[src/rtl/wb_ctrl.sv]
// Writeback controller: merges ALU and load results into a circular queue
// and drains one entry per cycle into the register-file write port.
module wb_ctrl #(
    parameter int DEPTH = 4
) (
    input  logic                     clk,
    input  logic                     rst_n,
    input  logic                     alu_valid,
    output logic                     alu_ready,
    input  logic [4:0]               alu_rd,
    input  logic [31:0]              alu_data,
    input  logic                     mem_valid,
    output logic                     mem_ready,
    input  logic [4:0]               mem_rd,
    input  logic [31:0]              mem_data,
    input  logic                     wb_stall,
    input  logic                     flush,
    output logic                     RegWrite,
    output logic [4:0]               rc,
    output logic [31:0]              dc,
    input  logic [4:0]               ra,
    input  logic [4:0]               rb,
    output logic                     hazard_a,
    output logic                     hazard_b,
    output logic [$clog2(DEPTH):0]   count
);
    localparam int PW = $clog2(DEPTH);
    localparam int CW = PW + 1;

    typedef struct packed {
        logic [4:0]  rd;
        logic [31:0] data;
    } wb_ent_t;

    wb_ent_t         q [DEPTH];
    wb_ent_t         in_ent;
    logic [PW-1:0]   wr_ptr, rd_ptr;
    logic            full, mem_fire, alu_fire, push, pop;
    logic [DEPTH-1:0] hit_a, hit_b;

    // Loads win arbitration; full uses the pre-edge count so a pop never reopens ready.
    assign full      = (count == CW'(DEPTH));
    assign mem_ready = !full && !flush;
    assign alu_ready = !full && !flush && !mem_valid;
    assign mem_fire  = mem_valid && mem_ready;
    assign alu_fire  = alu_valid && alu_ready;
    assign in_ent    = mem_fire ? wb_ent_t'{mem_rd, mem_data} : wb_ent_t'{alu_rd, alu_data};
    assign push      = (mem_fire || alu_fire) && (in_ent.rd != 5'd0);
    assign pop       = !wb_stall && (count != '0);

    always_ff @(posedge clk) begin
        if (!rst_n) begin
            RegWrite <= 1'b0;
            rc       <= '0;
            dc       <= '0;
            count    <= '0;
            wr_ptr   <= '0;
            rd_ptr   <= '0;
        end else if (flush) begin
            RegWrite <= 1'b0;
            count    <= '0;
            wr_ptr   <= '0;
            rd_ptr   <= '0;
        end else begin
            RegWrite <= pop;
            if (pop) begin
                rc     <= q[rd_ptr].rd;
                dc     <= q[rd_ptr].data;
                rd_ptr <= rd_ptr + PW'(1);
            end
            if (push)
                wr_ptr <= wr_ptr + PW'(1);
            count <= count + CW'(push) - CW'(pop);
        end
    end

    // Storage needs no reset; stale slots are masked by the occupancy window.
    always_ff @(posedge clk) begin
        if (rst_n && !flush && push)
            q[wr_ptr] <= in_ent;
    end

    for (genvar i = 0; i < DEPTH; i++) begin : g_slot
        logic [PW-1:0] ofs;
        logic          vld;
        assign ofs      = PW'(i) - rd_ptr;
        assign vld      = ({1'b0, ofs} < count);
        assign hit_a[i] = vld && (q[i].rd == ra);
        assign hit_b[i] = vld && (q[i].rd == rb);
    end

    assign hazard_a = (ra != 5'd0) && ((|hit_a) || (RegWrite && rc == ra));
    assign hazard_b = (rb != 5'd0) && ((|hit_b) || (RegWrite && rc == rb));
endmodule

[config.mk]
export PLATFORM = sky130hd
export DESIGN_NAME = wb_ctrl
export DESIGN_NICKNAME = d
export VERILOG_FILES = /design/src/rtl/wb_ctrl.sv
export SDC_FILE = /design/constraint.sdc
export NUM_CORES = 1
export LEC_CHECK = 0
export ABC_CLOCK_PERIOD_IN_PS = 6200
export CORE_ASPECT_RATIO = 0.8
export CORE_MARGIN = 8
export CORE_UTILIZATION = 55
export DETAILED_ROUTE_END_ITERATION = 8
export HOLD_SLACK_MARGIN = 0.06
export PLACE_DENSITY = 0.82
export SETUP_SLACK_MARGIN = 0.3
export SYNTH_ARGS = -nofsm -noshare
export SYNTH_HDL_FRONTEND = slang
export SYNTH_SLANG_ARGS = --single-unit
export TNS_END_PERCENT = 50
[constraint.sdc]
create_clock -name clk -period 6.2 [get_ports clk]
set_input_delay 1.24 -clock clk [delete_from_list [all_inputs] [get_ports clk]]
set_output_delay 1.24 -clock clk [all_outputs]
set_load 0.005 [all_outputs]
==> results of run 1 <==
flip-flops by register name (all words and copies together), names as in the netlist:
| signal | flops |
|---|---|
| RegWrite | 1 |
| count | 3 |
| dc | 32 |
| q | 148 |
| rc | 5 |
| rd_ptr | 2 |
| wr_ptr | 2 |
cell type report:
type | instances | area (sq um) | share of cell area, %
multi-input combinational | 319 | 2890 | 27.5
timing repair buffer | 139 | 1380 | 13.1
tap | 210 | 263 | 2.50
inverter | 13 | 51.3 | 0.488
clock buffer | 20 | 437 | 4.15
sequential | 193 | 5350 | 50.8
clock inverter | 11 | 155 | 1.47
layer usage:
metal	part of all wire (%)	global-route usage, %	vias up
li1	-	-	2305
met1	41	22.7	2436
met2	51	33.4	167
met3	6.3	5.26	23
met4	1.2	6.21	0
met5	0	0	-
worst paths after layout:
kind | slack (ns) | start | endpoint | cells past startpoint
worst max-delay path | 1.69 | ra[3] | hazard_a | 7
worst min-delay path | 0.46 | dc[27]$_SDFFE_PN0P_ | dc[27]$_SDFFE_PN0P_ | 2
worst max register to register | 3.60 | count[0]$_SDFF_PP0_ | q[2][19]$_DFFE_PP_ | 6
worst min register to register | 0.46 | dc[27]$_SDFFE_PN0P_ | dc[27]$_SDFFE_PN0P_ | 2
cell families after synthesis:
family	after synthesis	share of synthesized area (%)
and+or+nand+nor	129	7.03
adders and majority gates	11	1.71
buffers and inverters	48	2.94
muxes	74	14.8
xor gates and xnor gates	56	5.79
DFF	193	63.1
AOI/OAI and AO/OA	49	4.70
worst max-delay path: stages:
cell and delay (ns):
clkdlybuf4s50_1 0.69, xnor2_1 0.17, nand3_1 0.09, nor4_1 0.27, nor4_1 0.10, a21oi_1 0.17
clkdlybuf4s50_1 0.53
power breakdown:
part,switching [uW],internal (uW)
registers,13.5,1420
clock network,454,637
logic,116,141
total,583,2200
cell usage after synthesis:
cell      count  area share [%]
nor2_1       12            0.53
o21ai_4       1            0.19
buf_4         5            0.44
inv_1        12            0.53
mux4_2       37             9.8
a22o_1        1            0.10
fa_1          1            0.24
nor3_2        1            0.12
or3_1         1           0.074
nor4_1       11            0.81
a21boi_0     26             2.3
nand2b_1      2            0.15
xor2_1       26             2.7
ha_1         10             1.5
nor2_2        1           0.074
and3_1        2            0.15
buf_6         3            0.40
clkbuf_1      7            0.31
inv_4         1           0.074
dfxtp_1      45              11
o21a_1        2            0.18
nor2b_1       1           0.074
mux2_2       35             4.7
nor3_1        3            0.18
a21oi_1       3            0.18
and2_1        5            0.37
xnor2_1      30             3.1
mux2_1        2            0.27
a21o_4        1            0.18
a21oi_2       1            0.10
or4_1         2            0.18
or4_4         1            0.13
buf_2        20             1.2
nor2_8        1            0.24
nand2_1      78             3.5
edfxtp_1    148              52
nand4_1       2            0.15
a221oi_4      1            0.31
a21boi_1     12             1.1
a21o_1        1           0.089
nand3_1       6            0.35
metrics by stage:
step | util [%] | hold WS, ns
4_1_cts | 69.8 | 0.462
2_1_floorplan | - | 0.451
3_3_place_gp | 65.9 | 0.441
3_5_place_dp | 65.9 | 0.453
5_1_grt | 69.8 | 0.478
6_report | 69.8 | 0.456
==> metrics.md, run 1 <==
| Metric | Value |
|---|---|
| Num rows | 40 |
| Minimum clock period | 4.51 ns |
| Largest net degree at the start of global routing | between 40 and 50 |
| Total gr overflow | 0 |
| Layout Cells excl Fill | between 900 and 1000 |
| Total GRT Usage | a little under a fifth |
| Crit path launch type | primary input |
| Ant diodes | 0 |
| Post-CTS setup buffers | 0 |
| Synthesized area | about 8500 sq um |
| Dpl ws | roughly 1.7 ns |
| Critical Path End Type | output port |
| Die Ht | 127 um |
| Fin. Hold Viols | 0 |
| Slew @ Worst Pin | 1.05 ns |
| Routed Antenna Nets | 0 |
| Crit path DAT | between 3 and 4 ns |
| Leakage power | approximately 0.0034 uW |
| Power Dens Cells | around 260 nW/um^2 |
| Global-route wire length before repair | 28900 um |
| Worst-Skew Late Latency | 0.42 ns |
| Layout cells sized above 1 | ~17% |
| Hold Path Class | flop to flop |
| Most frequent cells in the layout | edfxtp_1, clkdlybuf4s50_1, nand2_1 |
| 1st-iter DRT viols | 330 |
| Syn avg cell area | 15.1 sq um |
| Cell variety after synth | 41 |
| Cell area after layout | about 11000 sq um |
| Area growth syn-to-layout | 24.2% |
| Filler cells | ~1000 |
| Placed Area | ~10000 sq um |
| Routed wire per std cell | 20.0 um |
| Initial antenna violation count | 0 |
| Max frequency | ~220 MHz |
| Outcome | finished clean |
| I/O pin total | roughly 140 |
| Inserted Clock Buffers | 17 |
| Max-slew violation count | 0 |
| Placer Congestion | roughly 0.94 |
| Die area | just under 20000 sq um |
| Core ar. | 15100 sq um |
| Yosys reg bits | between 150 and 200 |
| Routed wire length | 18100 um |
| PnR worst setup slack | about 1.7 ns |
| DR vias/cell | about 5.4 |
| CP Class | primary input to output port |
| Max-cap violations | 0 |
| Crit path max fanout | 6 |
| Clk slew on worst S/H paths | approximately 0.06 ns |
| Root Buffer | clkbuf_16 |
| Die width | around 150 um |
| CTS tree | yes |
| Seq/Total Area, Yosys | a little over three fifths |
| Vias in the first global route | about 5400 |
| Total clock sinks | 193 |
| Htree depth | 4 |
| Fin nets | between 700 and 800 |
| Tot Pwr | roughly 2800 uW |
| Maximum clock path buffer count | 2 |
| Syn_nets | between 600 and 700 |
| # hold bufs at CTS | 0 |
| VDD IR-drop max | 0.247 mV |
| # DRC | 0 |
| Via Count | ~5000 |
| Unrepaired setup endpoints after global routing | no |
| Synthesized instance count | 560 |
| Max-slew headroom | about 30% |
| Aggregate negative setup slack | 0 ns |
| Final setup vio count | 0 |
| Final Cycle Share | just over 70% |
| Critical Path RT | between 4 and 5 ns |
| Commonest non-fill, non-tap cell in the layout | edfxtp_1 |
| Initial core utilization | between 50% and 60% |
| Max Clock Skew | ~0.0056 ns |
| Post-CTS resize count | 0 |
| Synthesis Warnings | 0 |
| Buffers on Ports | 134 |
| DR pass1 iterations | 4 |
| DP Wirelength | 12000 um |
| Placed cell count | 874 |
(Power assumes the default switching activity.)
==> inputs of run 2 (changes only) <==
- ABC_CLOCK_PERIOD_IN_PS: 6200 -> 4250
- CORE_UTILIZATION: 55 -> 54
- PLACE_DENSITY: 0.82 -> 0.8
- clock period: 6.2 -> 4.25 ns (I/O delays scaled with it)
==> metrics.md, run 2 (synthesis gave the netlist of run 1 again) <==
| Metric | Value |
|---|---|
| Outcome | finished clean |
| Max frequency | around 270 MHz |
| Slew @ Worst Pin | 0.856 ns (-0.195 ns) |
| Maximum clock path buffer count | 2 (unchanged) |
| R2r endpoint | count[2]$_SDFF_PP0_ |
| Slowest Stage Delay on Critical Path | 0.56 ns (-0.13 ns) |
| Total gr overflow | 0 (unchanged) |
| Power Dens Cells | 381 nW/um^2 (+44%) |
| Hold-critical path depth | 2 (unchanged) |
| Ant diodes | 0 (unchanged) |
| Max-cap violations | 0 (unchanged) |
| Root Buffer | clkbuf_16 |
| Routed wire length | 18400 um (+1.6%) |
| Via Count | 4976 (+0.91%) |
| Global-route wire length before repair | 29200 um (+1.2%) |
| Die Ht | 128 um (+0.81%) |
| Flop2flop setup slack | 1.66 ns (-1.94 ns) |
| Worst hold start | dc[4]$_SDFFE_PN0P_ |
| Clk slew on worst S/H paths | 0.07 ns (about the same) |
| Layout cells sized above 1 | 18.1% (+0.73 points) |
| Aggregate negative setup slack | 0 ns (unchanged) |
| Hold endpoint | dc[4]$_SDFFE_PN0P_ |
| Worst-Skew Late Latency | 0.43 ns (about the same) |
| CP Class | flop to output port |
| Number of flip-flops in the largest register | 148 (unchanged) |
| Commonest non-fill, non-tap cell in the layout | edfxtp_1 |
| Max Clock Skew | 0.0227 ns (+0.0171 ns) |
| Critical Path End Type | output port |
| Most frequent cells in the layout | edfxtp_1, clkdlybuf4s50_1, nand2_1 |
| Reg with most FFs | q |
| DP Wirelength | 12500 um (+4.9%) |
| Area of the multi-input gates | 2890 sq um (unchanged) |
| Critical Path RT | 3.40 ns (-1.56 ns) |
| Buffers on Ports | 134 (unchanged) |
| Htree depth | 4 (unchanged) |
| Total clock sinks | 193 (unchanged) |
| Total GRT Usage | 19.4% (+0.20 points) |
| Routed Antenna Nets | 0 (unchanged) |
| Initial core utilization | 54.5% (-1.7 points) |
| DR pass1 iterations | 4 (unchanged) |
| Worst Path Buf+Inv | 1 (-1) |
| Initial antenna violation count | 0 (unchanged) |
| 1st-iter DRT viols | 225 (-32%) |
| Leakage power | 0.00343 uW (+0.90%) |
| Core ar. | 15500 sq um (+3.2%) |
| Crit path launch type | flop |
| Minimum clock period | approximately 3.7 ns |
| Largest net degree at the start of global routing | 39 (-9.3%) |
| Num rows | 41 (+2.5%) |
| Tot Pwr | 4040 uW (+45%) |
| Crit path max fanout | 22 (+16) |
| Max-slew headroom | 42.9% (+13 points) |
| Post-CTS setup buffers | 0 (unchanged) |
| Inserted Clock Buffers | 17 (unchanged) |
| Routed wire per std cell | 20.1 um (+0.47%) |
| Die area | 20000 sq um (+1.6%) |
| Die width | 156 um (+0.83%) |
| CP delay by family, top | flip-flops |
| Fin nets | 789 (+0.64%) |
| I/O pin total | 135 (unchanged) |
| Largest regs | q: 148 flops, dc: 32 flops, rc: 5 flops |
| Vias in the first global route | 5548 (+2.1%) |
| Area growth syn-to-layout | 25.2% |
| Unrepaired setup endpoints after global routing | no |
| CTS tree | yes |
| Hold Path Class | flop to flop |
| Final Cycle Share | slightly below 90% |
| VDD IR-drop max | 0.273 mV (+11%) |
| Worst r2r path cells | 11 (+5) |
| Crit path DAT | 2.87 ns (-0.40 ns) |
| RR Startpoint | count[0]$_SDFF_PP0_ |
| Fin. Hold Viols | 0 (unchanged) |
| Most used cell, CP | nor4_1 |
| Filler cells | 1068 (+5.3%) |
| Placer Congestion | 0.937 (about the same) |
| Max-slew violation count | 0 (unchanged) |
| Slowest cell on crit path | dfxtp_4 |
| DR vias/cell | 5.44 (-0.19%) |
| Reg area | 5350 sq um (about the same) |
| Final setup vio count | 0 (unchanged) |
| # DRC | 0 (unchanged) |
| CP cell instances | xnor2_1, ha_1, nor2b_1, a22o_1, nor4_1, nor4_1, a21oi_1, clkdlybuf4s50_1 |
==> run 2: cell types whose count changed in the layout (fill, tap and decap cells not counted) <==
cell / previous run / this run
buf_12: 0 / 4
buf_4: 5 / 6
bufinv_16: 3 / 2
clkbuf_1: 3 / 0
clkinv_1: 0 / 2
clkinv_2: 3 / 1
clkinv_4: 0 / 2
clkinvlp_4: 1 / 2
dfxtp_2: 2 / 1
dfxtp_4: 0 / 1
inv_8: 0 / 1
==> run 2: final cells by class <==
| type | instances | share of cell area [%] |
|---|---|---|
| sequential | 193 | 50.4 |
| multi-input combinational | 319 | 27.2 |
| timing repair buffer | 144 | 13.8 |
| clock buffer | 17 | 4.01 |
| tap | 215 | 2.54 |
| clock inverter | 14 | 1.50 |
| inverter | 13 | 0.483 |
==> run 2: through the flow <==
stage	setup slack (ns)	utilization, %	cells	instance area, sq um	hold slack [ns]
finish	0.526	68.3	915	10600	0.455
floorplan	1.23	-	560	8470	0.451
detailed placement	0.540	64.5	884	10000	0.452
global route	0.317	68.3	915	10600	0.478
CTS	0.307	68.2	915	10600	0.461
global placement	0.594	64.5	884	10000	0.443
==> run 2: repair_timing <==
item,4_1_cts,5_1_grt
hold buffers,0,0
resized for setup,0,1
endpoints found under the setup margin,0,2
==> run 2: tightest hold or removal path: cells and delay by family (launching register included) <==
family / cells / cell delay, ns
AO/OA/AOI/OAI: 1 / 0.05
flip-flops: 1 / 0.31
AND/OR/NAND/NOR: 1 / 0.05
==> run 2: metal layers <==
layer | global-route usage (%) | up-vias | part of all wire, %
met4 | 6.44 | 0 | 0.88
li1 | - | 2316 | -
met3 | 5.29 | 12 | 8.0
met2 | 34.0 | 174 | 52
met5 | 0 | - | 0
met1 | 22.6 | 2474 | 40
==> run 2: how the worst max path moves through the flow <==
| stage | endpoint | startpoint | cells after the start |
|---|---|---|---|
| after floorplan | q[0][0]$_DFFE_PP_ | mem_valid | 6 |
| after global placement | hazard_b | rb[3] | 7 |
| after detailed placement | hazard_b | rb[3] | 7 |
| after CTS | hazard_b | rd_ptr[1]$_SDFFE_PP0P_ | 8 |
| after global routing | hazard_b | rd_ptr[1]$_SDFFE_PP0P_ | 8 |
| final | hazard_a | rd_ptr[1]$_SDFFE_PP0P_ | 8 |
==> run 2: report_power, final <==
group,leakage [uW],switching [uW],total [uW],internal (uW)
Combinational,0.00145,172,380,208
Sequential,0.00170,20.4,2090,2070
Clock,0.000280,691,1560,874
Total,0.00343,883,4040,3160
==> inputs of run 3 (changes only) <==
- CORE_UTILIZATION: 54 -> 55
- DONT_BUFFER_PORTS: default -> 1
- PLACE_DENSITY: 0.8 -> 0.7
==> metrics.md, run 3 (synthesis gave the netlist of run 1 again) <==
| Metric | Value |
|---|---|
| Number of flip-flops in the largest register | 148 (unchanged) |
| Critical Path End Type | output port |
| # DRC | 0 (unchanged) |
| Inserted Clock Buffers | 17 (unchanged) |
| 1st-iter DRT viols | 298 (+32%) |
| Post-CTS resize count | 0 (unchanged) |
| DR vias/cell | 5.75 (+5.7%) |
| Routed Antenna Nets | 0 (unchanged) |
| Routed wire per std cell | 22.0 um (+9.7%) |
| # hold bufs at CTS | 0 (unchanged) |
| Total gr overflow | 0 (unchanged) |
| Max frequency | 305 MHz (+13%) |
| Max Clock Skew | 0.00935 ns (-0.0134 ns) |
| Clk slew on worst S/H paths | 0.07 ns (about the same) |
| Unrepaired setup endpoints after global routing | no |
| Post-CTS setup buffers | 0 (unchanged) |
| Global-route wire length before repair | 27100 um (-7.3%) |
| Net switching power figure | 868 uW (-1.7%) |
| Power Dens Cells | 431 nW/um^2 (+13%) |
| Worst-Skew Late Latency | 0.43 ns (about the same) |
| Flop2flop setup slack | 1.62 ns (-0.04 ns) |
| Crit path launch type | flop |
| Htree depth | 4 (unchanged) |
| Hold Path Class | flop to flop |
| Hold-critical path depth | 2 (unchanged) |
| Root Buffer | clkbuf_16 |
| Die width | 155 um (-0.82%) |
| Commonest non-fill, non-tap cell in the layout | edfxtp_1 |
| Routed wire length | 17100 um (-7.2%) |
| Largest net degree at the start of global routing | 43 (+10%) |
| Dpl ws | 1.15 ns (+0.607 ns) |
| Placer Congestion | 0.918 (-2.0%) |
| DR pass1 iterations | 4 (unchanged) |
| Die area | 19700 sq um (-1.6%) |
| Buffers on Ports | 0 (-100%) |
| Critical Path RT | 3.40 ns (about the same) |
| Reg with most FFs | q |
| Via Count | 4450 (-11%) |
| PnR worst setup slack | 0.967 ns (+0.441 ns) |
| Minimum clock period | 3.28 ns (-0.441 ns) |
| Comb power frac | 6.1% (-3.3 points) |
| Final Cycle Share | 77.2% (-10 points) |
| Crit path DAT | 2.43 ns (-0.44 ns) |
| Fin. Hold Viols | 0 (unchanged) |
| Worst hold start | dc[4]$_SDFFE_PN0P_ |
| Max-cap violations | 0 (unchanged) |
| Outcome | finished clean |
| Area growth syn-to-layout | 8.68% |
| Final setup vio count | 0 (unchanged) |
| Tot Pwr | 3970 uW (-1.8%) |
| Die Ht | 127 um (-0.80%) |
| Core ar. | 15100 sq um (-3.1%) |
| Largest regs | q: 148 flops, dc: 32 flops, rc: 5 flops |
| RR Startpoint | count[0]$_SDFF_PP0_ |
| Maximum clock path buffer count | 2 (unchanged) |
| Ant diodes | 0 (unchanged) |
| Hold slack | 0.480 ns (+0.0250 ns) |
| DP Wirelength | 11100 um (-12%) |
| Initial antenna violation count | 0 (unchanged) |
| Vias in the first global route | 4876 (-12%) |
| Total GRT Usage | 18.0% (-1.3 points) |
| Leakage power | 0.00292 uW (-15%) |
| Int Power | 3100 uW (-1.8%) |
| Net Sw Frac | 21.9% (about the same) |
| Hold endpoint | dc[4]$_SDFFE_PN0P_ |
| Clk pwr share | 41.1% (+2.3 points) |
| Fin nets | 652 (-17%) |
| Max-slew violation count | 0 (unchanged) |
| Num rows | 40 (-2.4%) |
| I/O pin total | 135 (unchanged) |
| CTS tree | yes |
| R2r endpoint | q[2][33]$_DFFE_PP_ |
| CP Class | flop to output port |
| Seq pwr share | 52.8% (+1.0 points) |
| Layout cells sized above 1 | 22.3% (+4.2 points) |
| VDD IR-drop max | 0.347 mV (+27%) |
| Aggregate negative setup slack | 0 ns (unchanged) |
| Slew @ Worst Pin | 1.02 ns (+0.165 ns) |
| Initial core utilization | 56.2% (+1.7 points) |
| Most frequent cells in the layout | edfxtp_1, nand2_1, dfxtp_1 |
| Worst r2r path cells | 6 (-5) |
| Max-slew headroom | 31.9% (-11 points) |
| Total clock sinks | 193 (unchanged) |
| Crit path max fanout | 42 (+91%) |
==> run 3: power by group through the flow <==
| stage | clock network [uW] | logic (uW) | registers, uW |
|---|---|---|---|
| after floorplan | 0 | 213 | 2130 |
| after global placement | 0 | 237 | 2140 |
| after detailed placement | 0 | 247 | 2140 |
| after CTS | 1650 | 248 | 2100 |
| after global routing | 1730 | 269 | 2100 |
| final | 1630 | 243 | 2100 |
==> run 3: final cells by class <==
| class | instances | area (sq um) |
|---|---|---|
| clock inverter | 12 | 146 |
| inverter | 13 | 51.3 |
| clock buffer | 20 | 457 |
| timing repair buffer | 7 | 52.6 |
| tap | 210 | 263 |
| fill | 1143 | 5860 |
| sequential | 193 | 5350 |
| multi-input combinational | 319 | 2890 |
==> run 3: worst max-delay path: stages, from the launching register on <==
cell and delay (ns):
dfxtp_4 0.34, buf_4 0.63, a21boi_0 0.19, o21a_1 0.23, nor4_1 0.28, nor4_1 0.09, a21oi_1 0.24
==> run 3: through the flow <==
stage,cells,utilization (%),area [sq um]
3_3_place_gp,742,57.1,8610
2_1_floorplan,560,-,8470
4_1_cts,774,61.1,9210
5_1_grt,774,61.1,9210
3_5_place_dp,742,57.1,8610
6_report,774,61.1,9210
==> run 3: worst max path at each step <==
stage | end | depth (start not counted) | start | slack, ns
after floorplan | q[0][0]$_DFFE_PP_ | 6 | mem_valid | 1.23
after global placement | q[2][15]$_DFFE_PP_ | 6 | mem_valid | 1.24
after detailed placement | q[2][15]$_DFFE_PP_ | 6 | mem_valid | 1.15
after CTS | hazard_b | 6 | rd_ptr[0]$_SDFFE_PP0P_ | 0.90
after global routing | hazard_a | 6 | rd_ptr[0]$_SDFFE_PP0P_ | 0.67
final | hazard_b | 6 | rd_ptr[0]$_SDFFE_PP0P_ | 0.97
==> run 3: per-layer routing <==
metal / wire [um] / vias to the layer above / share of wire [%] / global-route usage [%]
li1: - / 2037 / - / -
met1: 7610 / 2270 / 45 / 22.9
met2: 8270 / 131 / 48 / 29.2
met3: 1060 / 12 / 6.2 / 6.30
met4: 123 / 0 / 0.72 / 4.60
met5: 0 / - / 0 / 0
